[src/rtl/i2s_mstr_tx.sv]
// I2S master transmitter: buffers one 24-bit L/R pair, generates sclk/ws, serializes 64-sclk frames.
// Latency: a held pair goes out at the next frame boundary; its left MSB is driven on that boundary edge.
// Backpressure: smpl_rdy is low while the single holding register is full; at most one pair per frame.
module i2s_mstr_tx #(
  parameter int DATA_W   = 24,
  parameter int SCLK_DIV = 32
) (
  input  logic              clk,
  input  logic              rst,
  input  logic              en,
  input  logic [DATA_W-1:0] lft_in,
  input  logic [DATA_W-1:0] rght_in,
  input  logic              smpl_vld,
  output logic              smpl_rdy,
  output logic              I2S_sclk,
  output logic              I2S_ws,
  output logic              I2S_data,
  output logic              underrun
);

  localparam int DIV_W = (SCLK_DIV > 1) ? $clog2(SCLK_DIV) : 1;
  localparam int HALF  = SCLK_DIV / 2;

  typedef enum logic {IDLE, RUN} state_t;

  state_t            state_q;
  logic [DIV_W-1:0]  div_q;
  logic [5:0]        bit_q;
  logic [63:0]       sr_q;
  logic              sclk_q;
  logic              ws_q;
  logic              data_q;
  logic              underrun_q;

  logic [DATA_W-1:0] hold_l_q;
  logic [DATA_W-1:0] hold_r_q;
  logic              hold_full_q;
  logic              hold_full_d;
  logic              smpl_rdy_q;

  logic              xfer_w;
  logic              rise_w;
  logic              fall_w;
  logic              bndry_w;
  logic              load_w;
  logic [5:0]        bit_nxt_w;
  logic              ws_nxt_w;
  logic [31:0]       lft_pad_w;
  logic [31:0]       rght_pad_w;
  logic [63:0]       frame_w;

  assign xfer_w    = smpl_vld && smpl_rdy_q;
  assign rise_w    = (state_q == RUN) && (div_q == DIV_W'(HALF - 1));
  assign fall_w    = (state_q == RUN) && (div_q == DIV_W'(SCLK_DIV - 1));
  // Frame boundary: the falling edge that takes bit_cnt from 63 back to 0.
  assign bndry_w   = fall_w && (bit_q == 6'd63);
  assign load_w    = bndry_w && en && hold_full_q;
  assign bit_nxt_w = bit_q + 6'd1;
  // WS goes high one bit before the right MSB and low one bit before the left MSB.
  assign ws_nxt_w  = (bit_nxt_w >= 6'd31) && (bit_nxt_w <= 6'd62);

  // Samples are left-justified in their 32-bit slot; the tail is zero, never sign bits.
  assign lft_pad_w  = 32'(hold_l_q) << (32 - DATA_W);
  assign rght_pad_w = 32'(hold_r_q) << (32 - DATA_W);
  assign frame_w    = hold_full_q ? {lft_pad_w, rght_pad_w} : 64'd0;

  // Holding-register occupancy: a boundary load empties it, an accepted pair fills it.
  always_comb begin
    hold_full_d = hold_full_q;
    if (load_w) begin
      hold_full_d = 1'b0;
    end else if (xfer_w) begin
      hold_full_d = 1'b1;
    end
  end

  // Handshake and single-pair buffer; reset discards whatever was held.
  always_ff @(posedge clk) begin
    if (rst) begin
      hold_full_q <= 1'b0;
      smpl_rdy_q  <= 1'b1;
      hold_l_q    <= '0;
      hold_r_q    <= '0;
    end else begin
      hold_full_q <= hold_full_d;
      smpl_rdy_q  <= !hold_full_d;
      if (xfer_w) begin
        hold_l_q <= lft_in;
        hold_r_q <= rght_in;
      end
    end
  end

  // Sequencer: clock divider, bit counter, frame shifter and all serial outputs.
  always_ff @(posedge clk) begin
    if (rst) begin
      state_q    <= IDLE;
      div_q      <= '0;
      bit_q      <= 6'd63;
      sr_q       <= 64'd0;
      sclk_q     <= 1'b0;
      ws_q       <= 1'b0;
      data_q     <= 1'b0;
      underrun_q <= 1'b0;
    end else begin
      underrun_q <= 1'b0;
      case (state_q)
        IDLE: begin
          div_q  <= '0;
          bit_q  <= 6'd63;
          sclk_q <= 1'b0;
          ws_q   <= 1'b0;
          data_q <= 1'b0;
          if (en) begin
            state_q <= RUN;
          end
        end
        RUN: begin
          div_q <= fall_w ? '0 : div_q + DIV_W'(1);
          if (rise_w) begin
            sclk_q <= 1'b1;
          end
          if (fall_w) begin
            sclk_q <= 1'b0;
            if (bndry_w && !en) begin
              // Stop cleanly: the frame just finished, nothing is loaded and no underrun is flagged.
              state_q <= IDLE;
              ws_q    <= 1'b0;
              data_q  <= 1'b0;
            end else begin
              bit_q <= bit_nxt_w;
              ws_q  <= ws_nxt_w;
              if (bndry_w) begin
                data_q     <= frame_w[63];
                sr_q       <= {frame_w[62:0], 1'b0};
                underrun_q <= !hold_full_q;
              end else begin
                data_q <= sr_q[63];
                sr_q   <= {sr_q[62:0], 1'b0};
              end
            end
          end
        end
        default: state_q <= IDLE;
      endcase
    end
  end

  assign smpl_rdy = smpl_rdy_q;
  assign I2S_sclk = sclk_q;
  assign I2S_ws   = ws_q;
  assign I2S_data = data_q;
  assign underrun = underrun_q;

endmodule
[config.mk]
export PLATFORM = sky130hd
export DESIGN_NAME = i2s_mstr_tx
export DESIGN_NICKNAME = d
export VERILOG_FILES = /design/src/rtl/i2s_mstr_tx.sv
export SDC_FILE = /design/constraint.sdc
export NUM_CORES = 1
export LEC_CHECK = 0
export CAP_MARGIN = 20
export CORE_MARGIN = 1
export CORE_UTILIZATION = 48
export CTS_BUF_LIST = sky130_fd_sc_hd__clkbuf_8
export CTS_CLUSTER_SIZE = 12
export DETAILED_ROUTE_END_ITERATION = 8
export HOLD_SLACK_MARGIN = 0.08
export PLACE_DENSITY_LB_ADDON = 0.2
export SYNTH_ARGS = -nofsm -noshare
export SYNTH_HDL_FRONTEND = slang
export SYNTH_SLANG_ARGS = --single-unit
[constraint.sdc]
create_clock -name clk -period 2.6 [get_ports clk]
set_input_delay 0.78 -clock clk [delete_from_list [all_inputs] [get_ports clk]]
set_output_delay 0.78 -clock clk [all_outputs]
set_load 0.02 [all_outputs]
Word-level counts from Yosys, hierarchy flattened. Index checks and enable logic that the tools add are counted.

Add/subtract/negate cells: 2. Magnitude comparators: 2. Equal/unequal tests: 6. Muxes and demuxes: 23. Bitwise gates (word level): 4. Reductions and logical operators: 14.

Operators with widths (count): 64-bit 2-to-1 mux (2); 1-bit 2-to-1 mux (12); 6-bit 2-to-1 mux (2); 6-bit case mux with 2 select lines (1); 5-bit case mux with 2 select lines (1); 1-bit logical AND (8); 1-bit case mux with 2 select lines (4); 6-bit by 1-bit adder with 6-bit output (second input constant) (1); 6-bit equality test (second input constant) (1); 6-bit by 5-bit >= comparator with 1-bit output (second input constant) (1); 6-bit <= comparator (second input constant) (1); 5-bit by 1-bit adder with 5-bit output (second input constant) (1); 5-bit by 4-bit equality test with 1-bit output (second input constant) (1); 5-bit equality test (second input constant) (1); 5-bit 2-to-1 mux (1); 5-bit OR reduction (1); 1-bit inverter (4); 1-bit logical NOT (3); 3-bit by 1-bit inequality test with 1-bit output (second input constant) (1); 3-bit AND reduction (1); 2-bit by 1-bit inequality test with 1-bit output (second input constant) (1); 2-bit inequality test (second input constant) (1); 2-bit AND reduction (1).

Bits in registers: 130. Input bits: 52. Output and inout bits: 5. Word-level logic and storage cells: 63.

Depth between registers and ports, before layout. Gate-level depths: netlist (run 1).

Depth after elaboration: 7. Gate-level depth with buffers: 9. Depth with buffers taken out: 7.

Worst setup path before layout (run 1). OpenSTA, ideal clock, no wires.

Path kind: flip-flop to flip-flop. From: reg div_q[0]. To: reg sr_q[25]. Setup time: 0.078 ns. Arrival: 1.896 ns. Data required time: 2.522 ns. Slack: 0.626 ns. Stages on the path, launching flop included: 10. Path buffers: 3. Period minus slack after synthesis: 1.974 ns. Cell sequence: dfxtp_1 > ha_1 > and3_1 > ha_1 > buf_2 > nand2_1 > clkbuf_1 > clkbuf_1 > a211oi_1 > nor3_1.

Word-level cells in the longest chain between the ends: 6. Elaborated cells on any way between the ends: 7. Classes of those cells: eq/ne: 1; mux: 1; bitwise: 1; reduce/logical: 4.

RTL lines: start: declaration (line 27) `logic [DIV_W-1:0] div_q;`; start signal: assignment (line 119) `div_q <= fall_w ? '0 : div_q + DIV_W'(1);`; 5-bit equality test (*) (line 54) `assign fall_w = (state_q == RUN) && (div_q == DIV_W'(SCLK_DIV - 1));`; 1-bit logical AND (*) (line 54); 1-bit logical AND (line 56) `assign bndry_w = fall_w && (bit_q == 6'd63);`; 1-bit logical AND (line 125) `if (bndry_w && !en) begin`; 1-bit inverter (no source line); 3-bit AND reduction (no source line); end signal: assignment (line 135) `sr_q <= {frame_w[62:0], 1'b0};`; end signal: assignment (line 139) `sr_q <= {sr_q[62:0], 1'b0};`; end: declaration (line 29) `logic [63:0] sr_q;`.

Every way passes the cells marked *; elsewhere a longest branch is shown, timed or not. A chain may end at the register's enable or synchronous reset.

Worst setup path after layout (run 1).
From: reg div_q[0]. To: reg sr_q[35].

Same word-level chain as after synthesis.

==> results.sh, run 1 <==
export IMPL_area_growth_pct=19.4
export IMPL_ir_drop_v=0.000382
export IMPL_cts_buffers=17
export IMPL_tns_ps=0
export IMPL_fin_ws_ps=371
export IMPL_critPathTopFamily="simple AND/OR/NAND/NOR gates"
export IMPL_drt_iter0_drc=201
export IMPL_clock_latency_ps=430
export IMPL_grt_max_degree=56
export IMPL_start_util_pct=50.0
export IMPL_antenna_found_initial=0
export IMPL_grt_pass1_vias=4195
export IMPL_ys_ff_latch=121
export IMPL_drv_slew=0
export IMPL_drive_above_1_share_pct=12.1
export IMPL_nets=742
export IMPL_ctsHtreeMaxLevel=4
export IMPL_hold_buffers=0
export IMPL_setup_violations=0
export IMPL_min_period_ps=2230
export IMPL_io_buffers=56
export IMPL_place_congestion=0.745
export IMPL_power_density_mw_per_mm2=628
export IMPL_clk_pin_slew_ps=70
export IMPL_grt_pass1_wl_mm=18.8
export IMPL_dieHeight_um=106
export IMPL_clock_sinks=121
export IMPL_maxSlewHeadroom_pct=55.3
export IMPL_first_pass_iters=5
export IMPL_synth_seq_area_share_pct=46.5
export IMPL_yosysTopAreaCell="dfxtp_1"
export IMPL_skew_ps=5.91
export IMPL_vias=4474
export IMPL_synth_area_mm2=0.00521
export IMPL_die_width_um=106
export IMPL_crit_required_ps=2960
export IMPL_post_dp_hpwl_mm=7.04
export IMPL_dpl_worst_slack_ps=365
export IMPL_yosys_top_cells_count="nand2_1, dfxtp_1, a21oi_1, nor2_1, clkbuf_1"
export IMPL_synth_async_sr_flop_share_pct=0
export IMPL_antenna_left=0
export IMPL_cts_tree="yes"
export IMPL_cts_resized=0
export IMPL_yosys_cell_types_count=43
export IMPL_synth_top_cell_area_share_pct=46.5
export IMPL_wirelength_mm=11.1
export IMPL_syn_inst=650
export IMPL_clockBufferDepth=2
export IMPL_cts_post_setup_buffers_inserted=0
export IMPL_diodes=0
export IMPL_core_area_mm2=0.0104
export IMPL_yosys_top_cells_area="dfxtp_1, nand2_1, a21oi_1"
export IMPL_outcome="complete, no violations"
export IMPL_crit_path_max_fanout=14
export IMPL_route_detailed_drc=0
export IMPL_hold_class="reg -> reg"
export IMPL_path_buf_inv=0
export IMPL_yosys_warnings=0
export IMPL_syn_nets=708
export IMPL_synth_edff_count=0
export IMPL_num_rows=37
export IMPL_crit_path_top_delay_cell="nor2_1"
export IMPL_arrival_ps=2590
export IMPL_critical_path_startpoint_type="flip-flop"
export IMPL_critPathKind="reg -> reg"
export IMPL_cts_root_buf="clkbuf_8"
export IMPL_rsz0062_at_grt="no"
export IMPL_hold_viol=0
export IMPL_wire_per_inst_um=13.3
export IMPL_worst_slew_pin_slew_ps=671
export IMPL_grt_overflow_total=0
export IMPL_io_pins=57
export IMPL_die_area_mm2=0.0113
export IMPL_leakage_uw=0.00224
export IMPL_grt_use_total_pct=20.7
export IMPL_cp_cell_sequence="ha_1 -> and3_1 -> ha_1 -> nand2_2 -> nor2_1 -> a22oi_1 -> nor2_1"
export IMPL_vias_per_cell=5.38
export IMPL_ys_flop_type="dfxtp_1"
export IMPL_cp_slowest_stage_delay_ps=480
export IMPL_syn_avg_cell_area_um2=8.01
export IMPL_cp_end_kind="flip-flop"
export IMPL_max_cap_viol_count=0
export IMPL_fmax_mhz=449
export IMPL_yosysMostFrequentCell="nand2_1"
export IMPL_timing_final_crit_share_pct=85.7
[final timing paths]
path / slack (ps) / cells after the start / endpoint / startpoint
min reg2reg: 450 / 1 / div_q[0] / div_q[0]
min: 450 / 1 / div_q[0] / div_q[0]
max: 370 / 7 / sr_q[35] / div_q[0]
max reg2reg: 370 / 7 / sr_q[35] / div_q[0]
[flip-flops by register name, indices dropped and copies added, names as in the netlist]
| register | cells |
|---|---|
| I2S_data | 1 |
| hold_full_q | 1 |
| smpl_rdy | 1 |
| hold_l_q | 24 |
| hold_r_q | 24 |
| bit_q | 6 |
| underrun | 1 |
| state_q | 1 |
| div_q | 5 |
| sr_q | 55 |
| I2S_ws | 1 |
| I2S_sclk | 1 |
[where the power goes]
group          switching [uW]  internal [uW]  total (uW)
clock                     707            962        1670
combinational             154            138         292
sequential               39.8           1900        1940
[stage by stage]
stage | instance area (um^2) | std cells | power (uW) | hold slack [ps] | utilization, %
3_3_place_gp | 5820 | 801 | 2270 | 428 | 55.9
2_1_floorplan | 5210 | 650 | 2140 | 418 | -
4_1_cts | 6220 | 832 | 3940 | 457 | 59.7
6_report | 6220 | 832 | 3900 | 453 | 59.7
5_1_grt | 6220 | 832 | 4050 | 468 | 59.7
3_5_place_dp | 5820 | 801 | 2280 | 447 | 55.9
[routing by layer]
layer	routed length (um)	global-route usage, %	up-vias
li1	-	-	2286
met1	5190	26.0	2085
met2	5300	34.0	85
met3	399	4.17	18
met4	187	9.23	0
met5	0	0	-
[cells by family after synthesis]
| kind of cell | count (synthesis) | synth area share [%] |
|---|---|---|
| AOI/OAI and AO/OA | 164 | 21.1 |
| xor gates and xnor gates | 7 | 1.18 |
| and+or+nand+nor | 291 | 24.1 |
| DFF | 121 | 46.5 |
| adders and majority gates | 6 | 1.44 |
| buffers and inverters | 61 | 5.65 |
[cell type report]
cell class | count | area, um^2
fillers | 953 | 4200
multi-input cells | 468 | 2500
flip-flops and latches | 121 | 2420
repair buffers | 71 | 703
clock buffers | 22 | 303
well taps | 136 | 170
clock inverters | 9 | 97.6
inverters | 5 | 18.8
[cells in the final DEF (no fill, tap or decap), drive strengths merged, types with 8 or more instances in the layout]
master         netlist  routed
dfxtp              121     121
a22oi                8       8
a21oi               97      97
nand2              154     154
a211oi              46      46
nor2                70      70
nor3                47      47
clkdlybuf4s50        0      54
buf                 18      17
clkbuf              38      22
Note: power is estimated with default switching activity, not from simulation.
==> run 2: changes to the inputs <==
CELL_PAD_IN_SITES_DETAIL_PLACEMENT = 1   (was unset)
CELL_PAD_IN_SITES_GLOBAL_PLACEMENT = 1   (was unset)
CORE_UTILIZATION = 43   (was 48)
==> run 2 against run 1 <==
  * The flow now finishes with violations (design-rule violations)
  * Cell count rose by 1.3%
  * Clock skew rose by 5.3 ps
  * Via count rose by 2.9%
  * Wire length rose by 20%
  * Global-route usage rose by 2.2 points
  * Sequential share of layout area fell by 0.11 points
  * Critical path type is now reg -> out
  * Largest cell class unchanged
  * Largest power group unchanged
==> results.sh, run 2 (synthesized netlist as in run 1, its figures left out) <==
export IMPL_outcome="finished with violations"
export IMPL_violations="design-rule violations"
export IMPL_ff2ff_setup_slack_ps=410
export IMPL_wirelength_mm=13.3
export IMPL_ctsHtreeMaxLevel=4
export IMPL_crit_path_max_fanout=3
export IMPL_grt_overflow_total=0
export IMPL_largest_reg_flops=55
export IMPL_hold_viol=0
export IMPL_cts_resized=0
export IMPL_timing_rr_end="sr_q[25]"
export IMPL_post_dp_hpwl_mm=8.53
export IMPL_start_util_pct=44.9
export IMPL_vias_per_cell=5.46
export IMPL_diodes=0
export IMPL_rsz0062_at_grt="no"
export IMPL_worst_slew_pin_slew_ps=562
export IMPL_reg_top3="sr_q: 55 flops, hold_l_q: 24 flops, hold_r_q: 24 flops"
export IMPL_maxSlewHeadroom_pct=62.4
export IMPL_hold_class="reg -> reg"
export IMPL_die_width_um=112
export IMPL_die_area_mm2=0.0126
export IMPL_grt_use_total_pct=22.9
export IMPL_cp_end_kind="output port"
export IMPL_grt_max_degree=47
export IMPL_drv_slew=0
export IMPL_hold_buffers=0
export IMPL_min_period_ps=2200
export IMPL_clockBufferDepth=2
export IMPL_vias=4602
export IMPL_cp_slowest_stage_delay_ps=620
export IMPL_power_total_uw=3940
export IMPL_fmax_mhz=454
export IMPL_mostFrequentLayoutCells="nand2_1, dfxtp_1, a21oi_1"
export IMPL_fin_cells=843
export IMPL_setup_violations=0
export IMPL_route_detailed_drc=2
export IMPL_cts_root_buf="clkbuf_8"
export IMPL_ir_drop_v=0.000472
export IMPL_regMostFlops="sr_q"
export IMPL_r2r_cells=7
export IMPL_placedCellCount=811
export IMPL_clock_sinks=121
export IMPL_clk_pin_slew_ps=70
export IMPL_skew_ps=11.2
export IMPL_cts_post_setup_buffers_inserted=0
export IMPL_clock_latency_ps=460
export IMPL_cp_num_cells=1
export IMPL_holdPathEnd="div_q[0]"
export IMPL_first_pass_iters=6
export IMPL_core_area_mm2=0.0116
export IMPL_power_density_mw_per_mm2=631
export IMPL_area_growth_pct=19.7
export IMPL_critPathTopFamily="buffers and inverters"
export IMPL_num_rows=39
export IMPL_layout_commonest_cell="nand2_1"
export IMPL_antenna_left=0
export IMPL_whs_path_depth=1
export IMPL_io_pins=57
export IMPL_timing_final_crit_share_pct=84.7
export IMPL_antenna_found_initial=0
export IMPL_r2r_start="bit_q[0]"
export IMPL_wire_per_inst_um=15.8
export IMPL_leakage_uw=0.00223
export IMPL_crit_required_ps=1820
export IMPL_hold_start="div_q[0]"
export IMPL_grt_pass1_wl_mm=22.9
export IMPL_arrival_ps=1420
export IMPL_max_cap_viol_count=0
export IMPL_dieHeight_um=112
export IMPL_io_buffers=56
export IMPL_cts_buffers=17
export IMPL_critPathKind="reg -> out"
export IMPL_drt_iter0_drc=151
export IMPL_place_congestion=0.767
export IMPL_fillCellCount=1424
export IMPL_critical_path_startpoint_type="flip-flop"
export IMPL_drive_above_1_share_pct=12.9
export IMPL_cts_tree="yes"
export IMPL_tns_ps=0
export IMPL_cp_cell_sequence="clkdlybuf4s50_1"
export IMPL_grt_pass1_vias=4802
export IMPL_crit_path_top_delay_cell="clkdlybuf4s50_1"
export IMPL_nets=745
export IMPL_path_buf_inv=1
[run 2: changes by cell type in the layout (fill, tap and decap cells not counted)]
cell	before	now
inv_1	7	5
clkinv_2	3	5
clkbuf_8	22	20
buf_4	13	17
clkinvlp_4	2	4
clkinv_4	0	1
buf_12	3	2
[run 2: metrics by stage]
step	hold slack, ps	util [%]	worst slack (ps)	instance area [um^2]
global placement	434	50.3	560	5840
floorplan	418	-	626	5210
CTS	457	53.7	362	6240
finish	453	53.7	397	6240
detailed placement	446	50.3	506	5840
global route	475	53.7	223	6240
[run 2: layout make-up]
cell class	instances	area [um^2]	share of cell area [%]
multi-input cells	468	2500	40.1
repair buffers	74	713	11.4
inverters	5	18.8	0.301
flip-flops and latches	121	2420	38.9
clock buffers	20	275	4.41
well taps	143	179	2.87
clock inverters	12	124	1.99
[run 2: how the worst max path moves through the flow]
stage	from	slack, ps	endpoint
after floorplan	div_q[0]	630	sr_q[25]
after global placement	smpl_vld	560	hold_r_q[13]
after detailed placement	bit_q[1]	510	sr_q[20]
after CTS	smpl_rdy	360	smpl_rdy
after global routing	bit_q[0]	220	sr_q[19]
final	smpl_rdy	400	smpl_rdy
[run 2: power by group]
| group | switching (uW) | internal [uW] | total, uW |
|---|---|---|---|
| sequential | 33.8 | 1900 | 1940 |
| combinational | 171 | 137 | 308 |
| clock | 775 | 918 | 1690 |
| total | 979 | 2960 | 3940 |
[run 2: layer usage]
| layer | track usage (%) | wire length (um) | part of all wire, % |
|---|---|---|---|
| met1 | 28.3 | 6310 | 47 |
| met2 | 38.9 | 6460 | 48 |
| met3 | 5.45 | 331 | 2.5 |
| met4 | 8.27 | 224 | 1.7 |
| met5 | 0 | 0 | 0 |
==> run 3: changes to the inputs <==
clock period = 2.2 ns   (was 2.6 ns; I/O delays follow)
==> run 3 against run 2 <==
  * The flow still finishes with violations (design-rule violations)
  * Sequential power up 19%
  * Clock skew down 6.4 ps
  * Worst setup slack worse by 270 ps
  * Final area up 1.6%
  * Sequential share of layout area down 0.61 points
  * Wire length up 0.78%
  * Clock power up 33%
  * Critical path type unchanged
  * Largest cell class unchanged
==> results.sh, run 3 (synthesized netlist as in run 1, its figures left out) <==
export IMPL_outcome="finished with violations"
export IMPL_violations="design-rule violations"
export IMPL_grt_pass1_vias=4718
export IMPL_wirelength_mm=13.4
export IMPL_die_width_um=112
export IMPL_area_growth_pct=21.7
export IMPL_p_sw_uw=1110
export IMPL_multi_input_area_mm2=0.00253
export IMPL_fillCellCount=1392
export IMPL_route_detailed_drc=2
export IMPL_r2r_cells=8
export IMPL_cts_post_setup_buffers_inserted=0
export IMPL_drt_iter0_drc=146
export IMPL_fmax_mhz=482
export IMPL_critPathKind="reg -> out"
export IMPL_grt_overflow_total=0
export IMPL_cp_slowest_stage_delay_ps=620
export IMPL_ir_drop_v=0.000436
export IMPL_skew_ps=4.82
export IMPL_clock_sinks=121
export IMPL_max_cap_viol_count=0
export IMPL_min_period_ps=2070
export IMPL_crit_path_top_delay_cell="clkdlybuf4s50_1"
export IMPL_cts_tree="yes"
export IMPL_holdPathEnd="hold_l_q[21]"
export IMPL_seq_power_share_pct=46.9
export IMPL_grt_max_degree=61
export IMPL_io_buffers=56
export IMPL_dieHeight_um=112
export IMPL_wire_per_inst_um=16.0
export IMPL_clk_pin_slew_ps=70
export IMPL_regMostFlops="sr_q"
export IMPL_hold_class="reg -> reg"
export IMPL_nets=744
export IMPL_core_area_mm2=0.0116
export IMPL_cts_root_buf="clkbuf_8"
export IMPL_whs_path_depth=2
export IMPL_crit_required_ps=1540
export IMPL_num_rows=39
export IMPL_tns_ps=0
export IMPL_reg_top3="sr_q: 55 flops, hold_l_q: 24 flops, hold_r_q: 24 flops"
export IMPL_drv_slew=0
export IMPL_crit_path_max_fanout=3
export IMPL_worst_slew_pin_slew_ps=679
export IMPL_antenna_left=0
export IMPL_diodes=0
export IMPL_arrival_ps=1410
export IMPL_r2r_start="div_q[0]"
export IMPL_timing_rr_end="sr_q[46]"
export IMPL_first_pass_iters=6
export IMPL_vias_per_cell=5.45
export IMPL_cp_end_kind="output port"
export IMPL_hold_buffers=0
export IMPL_power_total_uw=4900
export IMPL_mostFrequentLayoutCells="nand2_1, dfxtp_1, a21oi_1"
export IMPL_regArea_mm2=0.00242
export IMPL_clkPwrFrac_pct=45.7
export IMPL_cp_num_cells=1
export IMPL_path_buf_inv=1
export IMPL_start_util_pct=44.9
export IMPL_antenna_found_initial=0
export IMPL_post_dp_hpwl_mm=8.21
export IMPL_leakage_uw=0.00228
export IMPL_io_pins=57
export IMPL_critical_path_startpoint_type="flip-flop"
export IMPL_timing_final_crit_share_pct=94.3
export IMPL_p_int_uw=3790
export IMPL_cp_cell_sequence="clkdlybuf4s50_1"
export IMPL_cts_buffers=17
export IMPL_maxSlewHeadroom_pct=54.6
export IMPL_clockBufferDepth=2
export IMPL_vias=4586
export IMPL_clock_latency_ps=450
export IMPL_largest_reg_flops=55
export IMPL_grt_pass1_wl_mm=22.6
export IMPL_hold_viol=0
export IMPL_rsz0062_at_grt="no"
export IMPL_critPathTopFamily="buffers and inverters"
export IMPL_p_comb_share_pct=7.4
export IMPL_drive_above_1_share_pct=13.0
export IMPL_grt_use_total_pct=22.6
export IMPL_ff2ff_setup_slack_ps=170
export IMPL_ctsHtreeMaxLevel=4
export IMPL_hold_start="hold_l_q[21]"
export IMPL_power_density_mw_per_mm2=773
export IMPL_die_area_mm2=0.0126
export IMPL_place_congestion=0.697
export IMPL_layout_commonest_cell="nand2_1"
export IMPL_swShare_pct=22.7
export IMPL_setup_violations=0
run 3: changes by cell type in the layout (fill, tap and decap cells not counted), moves of 2 or more:
cell / previous run / this run
buf_12: 2 / 5
clkinvlp_4: 4 / 0
buf_4: 17 / 9
bufinv_16: 2 / 4
clkbuf_8: 20 / 22
buf_6: 0 / 2
run 3: power groups by stage:
stage | clock network, uW | logic, uW | registers [uW]
2_1_floorplan | 0 | 209 | 2320
3_3_place_gp | 0 | 350 | 2340
4_1_cts | 2290 | 366 | 2300
5_1_grt | 2390 | 402 | 2310
6_report | 2240 | 361 | 2300
3_5_place_dp | 0 | 362 | 2350
run 3: layer usage:
metal  vias up  GRT usage (%)  share of wire [%]
met5         -              0                  0
met4         0           9.69                1.9
met3        22           4.59                2.2
met2        45           38.2                 49
met1      2237           28.0                 47
li1       2282              -                  -
run 3: metrics by stage:
| stage | setup WS (ps) | cells | util, % | hold WS [ps] | area, um^2 |
|---|---|---|---|---|---|
| final | 126 | 841 | 54.6 | 458 | 6340 |
| after global routing | 7.45 | 841 | 54.6 | 475 | 6340 |
| after CTS | 78.3 | 840 | 54.4 | 458 | 6320 |
| after detailed placement | -63.9 | 808 | 50.4 | 447 | 5850 |
| after global placement | 83.0 | 808 | 50.4 | 429 | 5850 |
| after floorplan | 226 | 650 | - | 418 | 5210 |
run 3: final cells by class:
type | count | area share (%)
Clock inverter | 9 | 2.27
Inverter | 5 | 0.296
Timing Repair Buffer | 71 | 11.6
Sequential cell | 121 | 38.2
Tap cell | 143 | 2.82
Clock buffer | 22 | 4.78
Multi-Input combinational cell | 470 | 40.0
run 3: worst max path at each step:
stage / startpoint / to
global route: div_q[0] / sr_q[29]
CTS: bit_q[1] / sr_q[17]
floorplan: div_q[0] / sr_q[25]
global placement: div_q[0] / sr_q[48]
detailed placement: div_q[0] / sr_q[29]
finish: smpl_rdy / smpl_rdy
run 3: timing repair:
item | CTS | global route
gates resized for setup | 3 | 4
cloned | 1 | 1
hold endpoints to repair | 0 | 0
setup endpoints to repair | 46 | 49
pin swaps | 1 | 1
